### config.mk
export PLATFORM = sky130hd
export DESIGN_NAME = pipeline_hazard_ctrl
export DESIGN_NICKNAME = d
export VERILOG_FILES = /design/src/rtl/cpu_types_pkg.sv /design/src/rtl/pipeline_hazard_ctrl_sat_counter.sv /design/src/rtl/pipeline_hazard_ctrl.sv
export SDC_FILE = /design/constraint.sdc
export NUM_CORES = 1
export LEC_CHECK = 0
export ABC_AREA = 1
export CORE_MARGIN = 2
export CORE_UTILIZATION = 50
export CTS_BUF_LIST = sky130_fd_sc_hd__clkbuf_8
export DETAILED_ROUTE_END_ITERATION = 10
export PLACE_DENSITY = 0.79
export SYNTH_ARGS = -nofsm -noshare
export SYNTH_HDL_FRONTEND = slang
export SYNTH_SLANG_ARGS = --single-unit
export TNS_END_PERCENT = 100
### constraint.sdc
create_clock -name CLK -period 3.1 [get_ports CLK]
set_input_delay 0.465 -clock CLK [delete_from_list [all_inputs] [get_ports CLK]]
set_output_delay 0.465 -clock CLK [all_outputs]
set_load 0.1 [all_outputs]
### src/rtl/cpu_types_pkg.sv
// Shared CPU types: register specifier width, NOP encoding, hazard controller state and control bundle.
package cpu_types_pkg;

    localparam int unsigned REGW_DEF  = 5;
    localparam int unsigned CNTW_DEF  = 32;
    localparam int unsigned WORDW     = 32;

    typedef logic [REGW_DEF-1:0] regbits_t;
    typedef logic [WORDW-1:0]    word_t;

    // sll $0,$0,0: what a flushed latch presents downstream
    localparam word_t NOP_INSTR = 32'h0000_0000;

    typedef enum logic [1:0] {
        RUN      = 2'd0,
        MEM_WAIT = 2'd1,
        HALT     = 2'd2
    } hazard_state_t;

    typedef struct packed {
        logic pc_en;
        logic ifid_en;
        logic idex_en;
        logic exmem_en;
        logic memwb_en;
        logic ifid_flush;
        logic idex_flush;
        logic exmem_flush;
        logic halt;
    } hazard_ctrl_t;

    function automatic hazard_ctrl_t ctrl_advance_all();
        hazard_ctrl_t c;
        c          = '0;
        c.pc_en    = 1'b1;
        c.ifid_en  = 1'b1;
        c.idex_en  = 1'b1;
        c.exmem_en = 1'b1;
        c.memwb_en = 1'b1;
        return c;
    endfunction

endpackage

### src/rtl/pipeline_hazard_ctrl_sat_counter.sv
// Saturating up-counter used for the hazard performance counters.
module sat_counter #(
    parameter int unsigned CNTW = 32
) (
    input  logic            CLK,
    input  logic            nRST,
    input  logic            inc,
    output logic [CNTW-1:0] count
);

    logic [CNTW-1:0] count_q;
    logic [CNTW-1:0] count_d;

    // Hold at all-ones instead of wrapping
    always_comb begin
        count_d = count_q;
        if (inc && (count_q != '1)) begin
            count_d = count_q + CNTW'(1);
        end
    end

    always_ff @(posedge CLK or negedge nRST) begin
        if (!nRST) begin
            count_q <= '0;
        end else begin
            count_q <= count_d;
        end
    end

    assign count = count_q;

endmodule

### src/rtl/pipeline_hazard_ctrl.sv
// Stall/flush controller for the 5-stage pipeline: latch enables, flushes, halt and perf counters.
module pipeline_hazard_ctrl
    import cpu_types_pkg::*;
#(
    parameter int unsigned REGW = REGW_DEF,
    parameter int unsigned CNTW = CNTW_DEF
) (
    input  logic            CLK,
    input  logic            nRST,
    input  logic            ihit,
    input  logic            dhit,
    input  logic [REGW-1:0] id_rs,
    input  logic [REGW-1:0] id_rt,
    input  logic            ex_dREN,
    input  logic [REGW-1:0] ex_rt,
    input  logic            ex_redirect,
    input  logic            mem_dREN,
    input  logic            mem_dWEN,
    input  logic            wb_halt,
    output logic            pc_en,
    output logic            ifid_en,
    output logic            idex_en,
    output logic            exmem_en,
    output logic            memwb_en,
    output logic            ifid_flush,
    output logic            idex_flush,
    output logic            exmem_flush,
    output logic            halt_out,
    output logic [CNTW-1:0] stall_cnt,
    output logic [CNTW-1:0] flush_cnt
);

    hazard_state_t state_q;
    hazard_state_t state_d;
    hazard_ctrl_t  ctrl;
    logic          mem_req;
    logic          mem_stall;
    logic          load_use;
    logic          halt_act;
    logic          redirect_fire;
    logic          stall_inc;

    always_comb begin
        mem_req   = mem_dREN | mem_dWEN;
        mem_stall = mem_req & ~dhit;
        load_use  = ex_dREN & (ex_rt != '0) & ((ex_rt == id_rs) | (ex_rt == id_rt));
        // A halt reaching WB stops the pipe in the same cycle it is seen
        halt_act  = (state_q == HALT) | wb_halt;
    end

    always_ff @(posedge CLK or negedge nRST) begin
        if (!nRST) begin
            state_q <= RUN;
        end else begin
            state_q <= state_d;
        end
    end

    always_comb begin
        state_d = state_q;
        unique case (state_q)
            RUN: begin
                if (wb_halt) begin
                    state_d = HALT;
                end else if (mem_stall) begin
                    state_d = MEM_WAIT;
                end
            end
            MEM_WAIT: begin
                if (wb_halt) begin
                    state_d = HALT;
                end else if (!mem_stall) begin
                    state_d = RUN;
                end
            end
            HALT:    state_d = HALT;
            default: state_d = RUN;
        endcase
    end

    // Priority: halt, memory freeze, redirect, load-use bubble, fetch miss, advance
    always_comb begin
        ctrl          = '0;
        redirect_fire = 1'b0;
        if (!nRST) begin
            ctrl = '0;
        end else if (halt_act) begin
            ctrl.halt = 1'b1;
        end else if (mem_stall) begin
            ctrl = '0;
        end else if (ex_redirect) begin
            ctrl            = ctrl_advance_all();
            ctrl.ifid_flush = 1'b1;
            ctrl.idex_flush = 1'b1;
            redirect_fire   = 1'b1;
        end else if (load_use) begin
            ctrl.idex_en    = 1'b1;
            ctrl.idex_flush = 1'b1;
            ctrl.exmem_en   = 1'b1;
            ctrl.memwb_en   = 1'b1;
        end else if (!ihit) begin
            ctrl            = ctrl_advance_all();
            ctrl.pc_en      = 1'b0;
            ctrl.ifid_flush = 1'b1;
        end else begin
            ctrl = ctrl_advance_all();
        end
    end

    always_comb begin
        pc_en       = ctrl.pc_en;
        ifid_en     = ctrl.ifid_en;
        idex_en     = ctrl.idex_en;
        exmem_en    = ctrl.exmem_en;
        memwb_en    = ctrl.memwb_en;
        ifid_flush  = ctrl.ifid_flush;
        idex_flush  = ctrl.idex_flush;
        exmem_flush = ctrl.exmem_flush;
        halt_out    = ctrl.halt;
        stall_inc   = ~halt_act & ~(ctrl.pc_en & ctrl.ifid_en & ctrl.idex_en
                                    & ctrl.exmem_en & ctrl.memwb_en);
    end

    sat_counter #(.CNTW(CNTW)) u_stall_cnt (
        .CLK   (CLK),
        .nRST  (nRST),
        .inc   (stall_inc),
        .count (stall_cnt)
    );

    sat_counter #(.CNTW(CNTW)) u_flush_cnt (
        .CLK   (CLK),
        .nRST  (nRST),
        .inc   (redirect_fire),
        .count (flush_cnt)
    );

endmodule
* After elaboration in Yosys (flattened, before gate mapping)
Index checks and enable logic that the tools add are counted.
** Storage, ports and cells
- Memory bits (writable) :: 0
- Input bits :: 24
- ROM bits :: 0
- Logic and storage cells :: 52
- Bits in registers :: 66
- Output and inout bits :: 73
- Latch bits :: 0
- Memories kept :: 0
** Operators by class
- Bitwise operators :: 14
- Mux-type cells :: 20
- Shift-type cells :: 0
- Eq/ne operators :: 8
- Reduce and logical (&&, ||, !) cells :: 5
- Add/subtract/negate cells :: 2
- Multipliers :: 0
- Divide/modulo/power cells :: 0
- Order comparisons :: 0
** Operators by type and width (count)
- 32-bit by 1-bit adder with 32-bit output, second input constant :: 2
- 32-bit != test, second input constant :: 2
- 9-bit two-way mux :: 4
- 2-bit two-way mux :: 6
- 5-bit == test :: 2
- 1-bit AND :: 8
- 8-bit two-way mux :: 1
- 1-bit two-way mux :: 7
- 3-bit != test, second input constant :: 2
- 2-bit one-hot mux with 3 select lines :: 1
- 5-bit nonzero test :: 1
- 3-bit two-way mux :: 1
- 1-bit inverter :: 3
- 1-bit bitwise OR :: 3
- 2-bit by 1-bit == test with 1-bit output, second input constant :: 1
- 2-bit == test, second input constant :: 1
- 1-bit logical AND :: 2
- 2-bit zero test :: 1
- 2-bit AND reduction :: 1

* Depth between registers and ports, before layout
Gate-level depths: netlist of run 1.
- Word-level depth :: 15
- Depth in mapped cells :: 12
- Gate-level depth less buffers :: 12

* Modules after synthesis
Synthesis of run 1 repeated with hierarchy kept, for this count alone.
** Second synthesis, totals
- Cell total of the unflattened synthesis :: 744
- Area total of the unflattened synthesis :: 4778.3 µm²
** By module, submodules not included
- sat_counter :: cells an instance 333, times used 2, area an instance 2190.9 µm²
- pipeline_hazard_ctrl :: cells an instance 78, times used 1, area an instance 396.6 µm²

* Worst setup path after synthesis of run 1
No wires, ideal clock.
- Kind :: in2out
- From :: in mem_dWEN
- To :: out ifid_flush
- Stages :: 5
- Setup slack :: -1696 ps
- Arrival time :: 4331 ps
- Data required time :: 2635 ps
- Path through :: nor2_1 -> nor2_1 -> nor3_2 -> nand2_1 -> o21ai_0
** Between the ends
- Word-level cells in the longest chain between the ends :: 5
** RTL lines
- start: declaration :: RTL line pipeline_hazard_ctrl.sv:18 : input logic mem_dWEN,
- 1-bit bitwise OR :: RTL line pipeline_hazard_ctrl.sv:44 : mem_req = mem_dREN | mem_dWEN;
- 1-bit AND :: RTL line pipeline_hazard_ctrl.sv:45 : mem_stall = mem_req & ~dhit;
- 9-bit two-way mux :: RTL line pipeline_hazard_ctrl.sv:89 : end else if (mem_stall) begin
- 8-bit two-way mux :: RTL line pipeline_hazard_ctrl.sv:87 : end else if (halt_act) begin
- 9-bit two-way mux :: RTL line pipeline_hazard_ctrl.sv:85 : if (!nRST) begin
- end: declaration :: RTL line pipeline_hazard_ctrl.sv:25 : output logic ifid_flush,
Every way passes these cells.

* Worst setup path after layout of run 1
- From :: in wb_halt
- To :: out idex_flush
** Between the ends
- Word-level cells in the longest chain between the ends :: 3
** RTL lines
- start: declaration :: RTL line pipeline_hazard_ctrl.sv:19 : input logic wb_halt,
- 1-bit bitwise OR :: RTL line pipeline_hazard_ctrl.sv:48 : halt_act = (state_q == HALT) | wb_halt;
- 8-bit two-way mux :: RTL line pipeline_hazard_ctrl.sv:87
- 9-bit two-way mux :: RTL line pipeline_hazard_ctrl.sv:85
- end: declaration :: RTL line pipeline_hazard_ctrl.sv:26 : output logic idex_flush,
Every way passes these cells.

==> flow_metrics.env, run 1 <==
export IMPL_path_delay_family="buffers and inverters"
export IMPL_ys_flop_type="dfrtp_1"
export IMPL_period_share=0.785
export IMPL_via_per_inst=5.31
export IMPL_rr_startpoint="u_stall_cnt.count[1]$_DFFE_PN0P_"
export IMPL_power_density_nw_per_um2=549
export IMPL_final_max_slew_viol_count=0
export IMPL_synth_seq_cells=66
export IMPL_synthesis_area_sq_um=4490
export IMPL_layout_common_cells="nand2_1 (255), nor2_1 (77), buf_4 (71)"
export IMPL_final_common_cell="nand2_1"
export IMPL_fin_area_sq_um=5640
export IMPL_cts_buffer_depth=2
export IMPL_die_w_um=98.7
export IMPL_slew_headroom=0.443
export IMPL_critPathSlowestCell="clkdlybuf4s50_1"
export IMPL_p_comb_frac=0.412
export IMPL_regToRegSetupSlack_ns=0.84
export IMPL_p_int_mw=1.61
export IMPL_crit_path_end="idex_flush"
export IMPL_core_area_sq_um=8720
export IMPL_cp_startpoint="wb_halt"
export IMPL_start_util=0.515
export IMPL_synth_avg_cell_area_sq_um=6.82
export IMPL_cp_slowest_stage_delay_ns=0.42
export IMPL_numCtsBuffers=9
export IMPL_ioPinCount=97
export IMPL_area_growth_pct=25.6
export IMPL_path_max_fanout=4
export IMPL_cp_start_kind="input port"
export IMPL_place_inst=849
export IMPL_finalCriticalPeriod_ns=2.43
export IMPL_clock_latency_ns=0.35
export IMPL_fmax_mhz=411
export IMPL_status="finished, final reports clean"
export IMPL_tightest_slew_ns=0.836
export IMPL_p_leak_nw=2.73
export IMPL_portBuffers=95
export IMPL_diodes=0
export IMPL_drtAntennaViolNets=0
export IMPL_yosysTopAreaCellShare=0.368
export IMPL_clockPowerShare=0.243
export IMPL_hold_viol_final=0
export IMPL_drv_cap=0
export IMPL_grt_pass1_wl_mm=21.4
export IMPL_yosysSeqAreaShare=0.368
export IMPL_p_sw_mw=1.49
export IMPL_drtPass1Iterations=5
export IMPL_hold_path_class="input port to asynchronous set/reset pin"
export IMPL_hold_buffers=0
export IMPL_crit_type="input port to primary output"
export IMPL_ir_worst_vdd_mv=0.991
export IMPL_path_clk_slew_ns=0.07
export IMPL_h_tree_depth=3
export IMPL_routed_wirelength_mm=12.6
export IMPL_place_gp_congestion=0.938
export IMPL_grt_pass1_vias=4480
export IMPL_fin_cells=865
export IMPL_drtIter0Drc=244
export IMPL_post_cts_resized=0
export IMPL_wire_per_inst_um=14.5
export IMPL_dp_hpwl_mm=9.46
export IMPL_place_area_sq_um=5430
export IMPL_yosys_warnings=0
export IMPL_synth_nets=684
export IMPL_cp_num_buf_inv=5
export IMPL_rows=34
export IMPL_die_area_sq_um=9750
export IMPL_yosys_area_top_type="dfrtp_1"
export IMPL_finClkSkew_ns=0.0106
export IMPL_grt_max_degree=67
export IMPL_nets=778
export IMPL_ys_top_cells_by_area="dfrtp_1 (37%), nand2_1 (21%), nor2_1 (6.4%)"
export IMPL_whs_ns=0.320
export IMPL_critPathArrivalTime_ns=1.97
export IMPL_track_usage=0.267
export IMPL_r2r_cells=10
export IMPL_ys_types=32
export IMPL_vias=4594
export IMPL_worst_path_stages=9
export IMPL_rsz0062_at_grt="no"
export IMPL_numClockSinks=66
export IMPL_setup_viol=0
export IMPL_synth_cells=658
export IMPL_grt_overflow_total=0
export IMPL_async_flop_share=1.00
export IMPL_die_h_um=98.7
export IMPL_drcViolationCount=0
export IMPL_cpMostUsedCell="inv_1"
export IMPL_crit_chain="clkdlybuf4s50_1, inv_1, nand2_1, nor3_4, inv_2, nor2_2, inv_1, o21ai_2, buf_12"
export IMPL_drive_above_1_share=0.155
export IMPL_endpoint_kind="primary output"
export IMPL_cts_root_buf="clkbuf_8"
export IMPL_synth_edf_count=0
export IMPL_fin_tns_setup_ns=0
export IMPL_seq_power_share=0.345
export IMPL_cts_tree="done"
export IMPL_cts_setup_buffers=0
export IMPL_required_ns=2.63
export IMPL_timing_rr_end="u_stall_cnt.count[8]$_DFFE_PN0P_"
export IMPL_power_share_switching=0.481
export IMPL_antenna_found_initial=0
## worst min-delay path by stage
stage                           startpoint                      to  slack [ns]
finish                                nRST  state_q[1]$_DFFE_PN0P_        0.32
global route                          nRST  state_q[1]$_DFFE_PN0P_        0.41
CTS                                   nRST  state_q[1]$_DFFE_PN0P_        0.36
detailed placement  state_q[1]$_DFFE_PN0P_  state_q[0]$_DFFE_PN0P_        0.46
global placement    state_q[1]$_DFFE_PN0P_  state_q[0]$_DFFE_PN0P_        0.44
floorplan                             nRST  state_q[0]$_DFFE_PN0P_        0.17
## kinds of logic after synthesis
logic type	share of synthesized area
XOR/XNOR	0.0956
other	0.000836
buffers and inverters	0.0806
flip-flops	0.368
AO/OA/AOI/OAI	0.0178
AND/OR/NAND/NOR	0.432
adder cells (fa/ha/maj)	0.00557
## registers in the layout (all words and copies together) (netlist names)
| signal | count |
|---|---|
| u_flush_cnt.count | 32 |
| u_stall_cnt.count | 32 |
| state_q | 2 |
## routing by layer
metal,part of all wire,wire (um),GRT usage
met1,0.43,5460,0.350
met2,0.49,6100,0.451
met3,0.058,729,0.0376
met4,0.021,267,0.0959
met5,0,0,0
## power by group through the flow
stage | sequential [mW] | clock (mW) | combinational (mW)
global placement | 1.08 | 0 | 1.26
CTS | 1.07 | 0.763 | 1.28
floorplan | 1.63 | 0 | 0.408
global route | 1.08 | 0.796 | 1.34
detailed placement | 1.08 | 0 | 1.27
finish | 1.07 | 0.752 | 1.28
## synthesized netlist by cell type, types with 7 or more instances
cell and instances:
nor2_1 77, inv_1 58, nand4_1 42, xnor2_1 17
nand3_1 18, nor3_1 26, o21ai_1 9, nand2_1 255
xor2_1 32, dfrtp_1 66, o21ai_0 7
## stage by stage
step                       util  worst slack, ns  total power, mW
after floorplan               -           0.0463             2.04
after CTS                 0.646            0.646             3.11
final                     0.646            0.667             3.09
after detailed placement  0.623            0.546             2.36
after global placement    0.623            0.633             2.34
after global routing      0.646            0.501             3.22
## worst register-to-register path, cell delays in order (launching register included)
cell and delay, ns:
dfrtp_1 0.44, ha_1 0.28, inv_1 0.15, nor3_4 0.04, buf_4 0.17, nand2_4 0.09
nor2_4 0.05, nand2_2 0.10, nand3_2 0.52, nand2_1 0.23, nand2_1 0.08
## layout make-up
cell class | instances | area (sq um)
multi-input combinational | 510 | 2490
clock buffer | 9 | 124
timing repair buffer | 102 | 918
fill | 784 | 3090
tap | 108 | 135
sequential | 66 | 1650
inverter | 63 | 240
clock inverter | 7 | 77.6
No activity file was read; power rests on OpenSTA's default activity.
==> inputs of run 2 (changes only) <==
Settings changed: CORE_UTILIZATION 50 to 48.
Clock period 3.1 ns to 1.95 ns, I/O delays scaled along.
==> run 2 against run 1 <==
Compared with the run above:
- the run now ends with setup timing left
- clock-buffer cell count grew 1
- hold slack lost 0.15 ns
- critical path depth shrank 1
- combinational power grew 73%
- first-iteration DRC count shrank 1.6%
- global-route usage grew 0.42 points
- die area grew 4.0%
- register-to-register slack lost 0.75 ns
==> flow_metrics.env, run 2 (same netlist as run 1, synthesis figures left out) <==
export IMPL_place_area_sq_um=5900
export IMPL_power_density_nw_per_um2=840
export IMPL_grt_pass1_vias=4696
export IMPL_cts_root_buf="clkbuf_8"
export IMPL_numCtsBuffers=9
export IMPL_path_delay_family="simple AND/OR/NAND/NOR gates"
export IMPL_required_ns=1.66
export IMPL_ioPinCount=97
export IMPL_critPathArrivalTime_ns=1.72
export IMPL_numClockSinks=66
export IMPL_antenna_found_initial=0
export IMPL_violations="setup timing"
export IMPL_crit_chain="nand2_2, nand2_4, nor3_4, inv_2, nor2_4, inv_4, o21ai_4, buf_12"
export IMPL_place_gp_congestion=0.948
export IMPL_fmax_mhz=498
export IMPL_die_area_sq_um=10100
export IMPL_wire_per_inst_um=14.7
export IMPL_die_w_um=101
export IMPL_endpoint_kind="primary output"
export IMPL_start_util=0.490
export IMPL_drtAntennaViolNets=0
export IMPL_drcViolationCount=0
export IMPL_final_max_slew_viol_count=0
export IMPL_finClkSkew_ns=0.0147
export IMPL_routed_wirelength_mm=13.3
export IMPL_dp_hpwl_mm=10.2
export IMPL_cts_tree="done"
export IMPL_tightest_slew_ns=0.834
export IMPL_period_share=1.03
export IMPL_drv_cap=0
export IMPL_hold_path_class="input port to asynchronous set/reset pin"
export IMPL_total_power_mw=5.23
export IMPL_grt_pass1_wl_mm=21.8
export IMPL_drive_above_1_share=0.252
export IMPL_portBuffers=95
export IMPL_drtPass1Iterations=5
export IMPL_nets=815
export IMPL_slew_headroom=0.444
export IMPL_h_tree_depth=3
export IMPL_vias=4836
export IMPL_via_per_inst=5.34
export IMPL_place_ws_ns=-0.174
export IMPL_p_leak_nw=3.08
export IMPL_whs_ns=0.169
export IMPL_ir_worst_vdd_mv=1.73
export IMPL_path_clk_slew_ns=0.08
export IMPL_layout_common_cells="nand2_1 (244), buf_4 (100), nor2_1 (69)"
export IMPL_die_h_um=101
export IMPL_cp_num_buf_inv=3
export IMPL_clock_latency_ns=0.35
export IMPL_fin_area_sq_um=6230
export IMPL_track_usage=0.271
export IMPL_drtIter0Drc=240
export IMPL_crit_type="flop to primary output"
export IMPL_rows=35
export IMPL_grt_max_degree=67
export IMPL_nFillCells=766
export IMPL_fin_cells=905
export IMPL_cts_buffer_depth=2
export IMPL_finalCriticalPeriod_ns=2.01
export IMPL_critPathSlowestCell="dfrtp_1"
export IMPL_cp_start_kind="flop"
export IMPL_rsz0062_at_grt="yes"
export IMPL_path_max_fanout=3
export IMPL_area_growth_pct=38.9
export IMPL_diodes=0
export IMPL_place_inst=887
export IMPL_setup_slack_ns=-0.0593
export IMPL_hold_viol_final=0
export IMPL_final_common_cell="nand2_1"
export IMPL_grt_overflow_total=0
export IMPL_setup_viol=4
export IMPL_core_area_sq_um=9150
export IMPL_cp_slowest_stage_delay_ns=0.40
export IMPL_status="finished, violations left"
==> run 2: cell count changes in the layout (fill, tap and decap cells not counted), moves of 5 or more <==
cell / before / now
buf_4: 71 / 100
dfrtp_1: 66 / 46
dfrtp_2: 0 / 18
clkdlybuf4s50_1: 22 / 9
nand2_1: 255 / 244
dlymetal6s2s_1: 0 / 8
nor2_1: 77 / 69
nand2_4: 1 / 7
buf_12: 8 / 13
dlygate4sd2_1: 0 / 5
nand2_2: 2 / 7
nor2_4: 1 / 6
==> run 2: path summary, 6_finish.rpt <==
check | from | endpoint | depth (start not counted) | slack, ns
max | state_q[1]$_DFFE_PN0P_ | ifid_flush | 8 | -0.06
min | nRST | u_stall_cnt.count[2]$_DFFE_PN0P_ | 2 | 0.17
min in group CLK | state_q[1]$_DFFE_PN0P_ | state_q[0]$_DFFE_PN0P_ | 1 | 0.50
max reg2reg | u_flush_cnt.count[1]$_DFFE_PN0P_ | u_flush_cnt.count[4]$_DFFE_PN0P_ | 10 | 0.09
min reg2reg | state_q[1]$_DFFE_PN0P_ | state_q[0]$_DFFE_PN0P_ | 1 | 0.50
max in group asynchronous | nRST | u_stall_cnt.count[0]$_DFFE_PN0P_ | 2 | 1.17
==> run 2: layout make-up <==
cell class	count	area (sq um)	share of cell area
timing repair buffer	139	1280	0.206
clock inverter	6	81.3	0.0130
inverter	63	248	0.0398
clock buffer	10	138	0.0221
multi-input combinational	510	2660	0.427
tap	111	139	0.0223
sequential	66	1680	0.270
==> run 2: power breakdown <==
group / switching [mW] / internal [mW]
Sequential: 0.178 / 1.53
Combinational: 1.65 / 0.570
Clock: 0.568 / 0.746
==> run 2: what timing repair did <==
item,4_1_cts,5_1_grt
resized for setup,21,16
setup buffers,2,2
hold buffers,0,0
endpoints found under the setup margin,5,54
pin swaps,7,11
==> run 2: through the flow <==
stage,TNS (ns),util
floorplan,-24.36,-
global placement,-3.17,0.645
detailed placement,-6.72,0.645
CTS,-0.206,0.675
global route,-0.479,0.681
finish,-0.153,0.681
==> run 2: layer usage <==
metal,global-route usage,vias to the layer above,wire length [um]
met5,0,-,0
met4,0.100,0,312
met3,0.0409,30,800
met2,0.474,177,6610
met1,0.338,2278,5560
li1,-,2351,-
==> run 2: worst reg2reg max path, cell delays in order, from the launching register on <==
cell and delay, ns:
dfrtp_2 0.39, ha_1 0.19, inv_1 0.06, nor2_1 0.17, nand2_1 0.13, nor2_2 0.16, nand2_1 0.10, nand2_4 0.13
buf_6 0.22, nor2_4 0.05, xor2_1 0.14
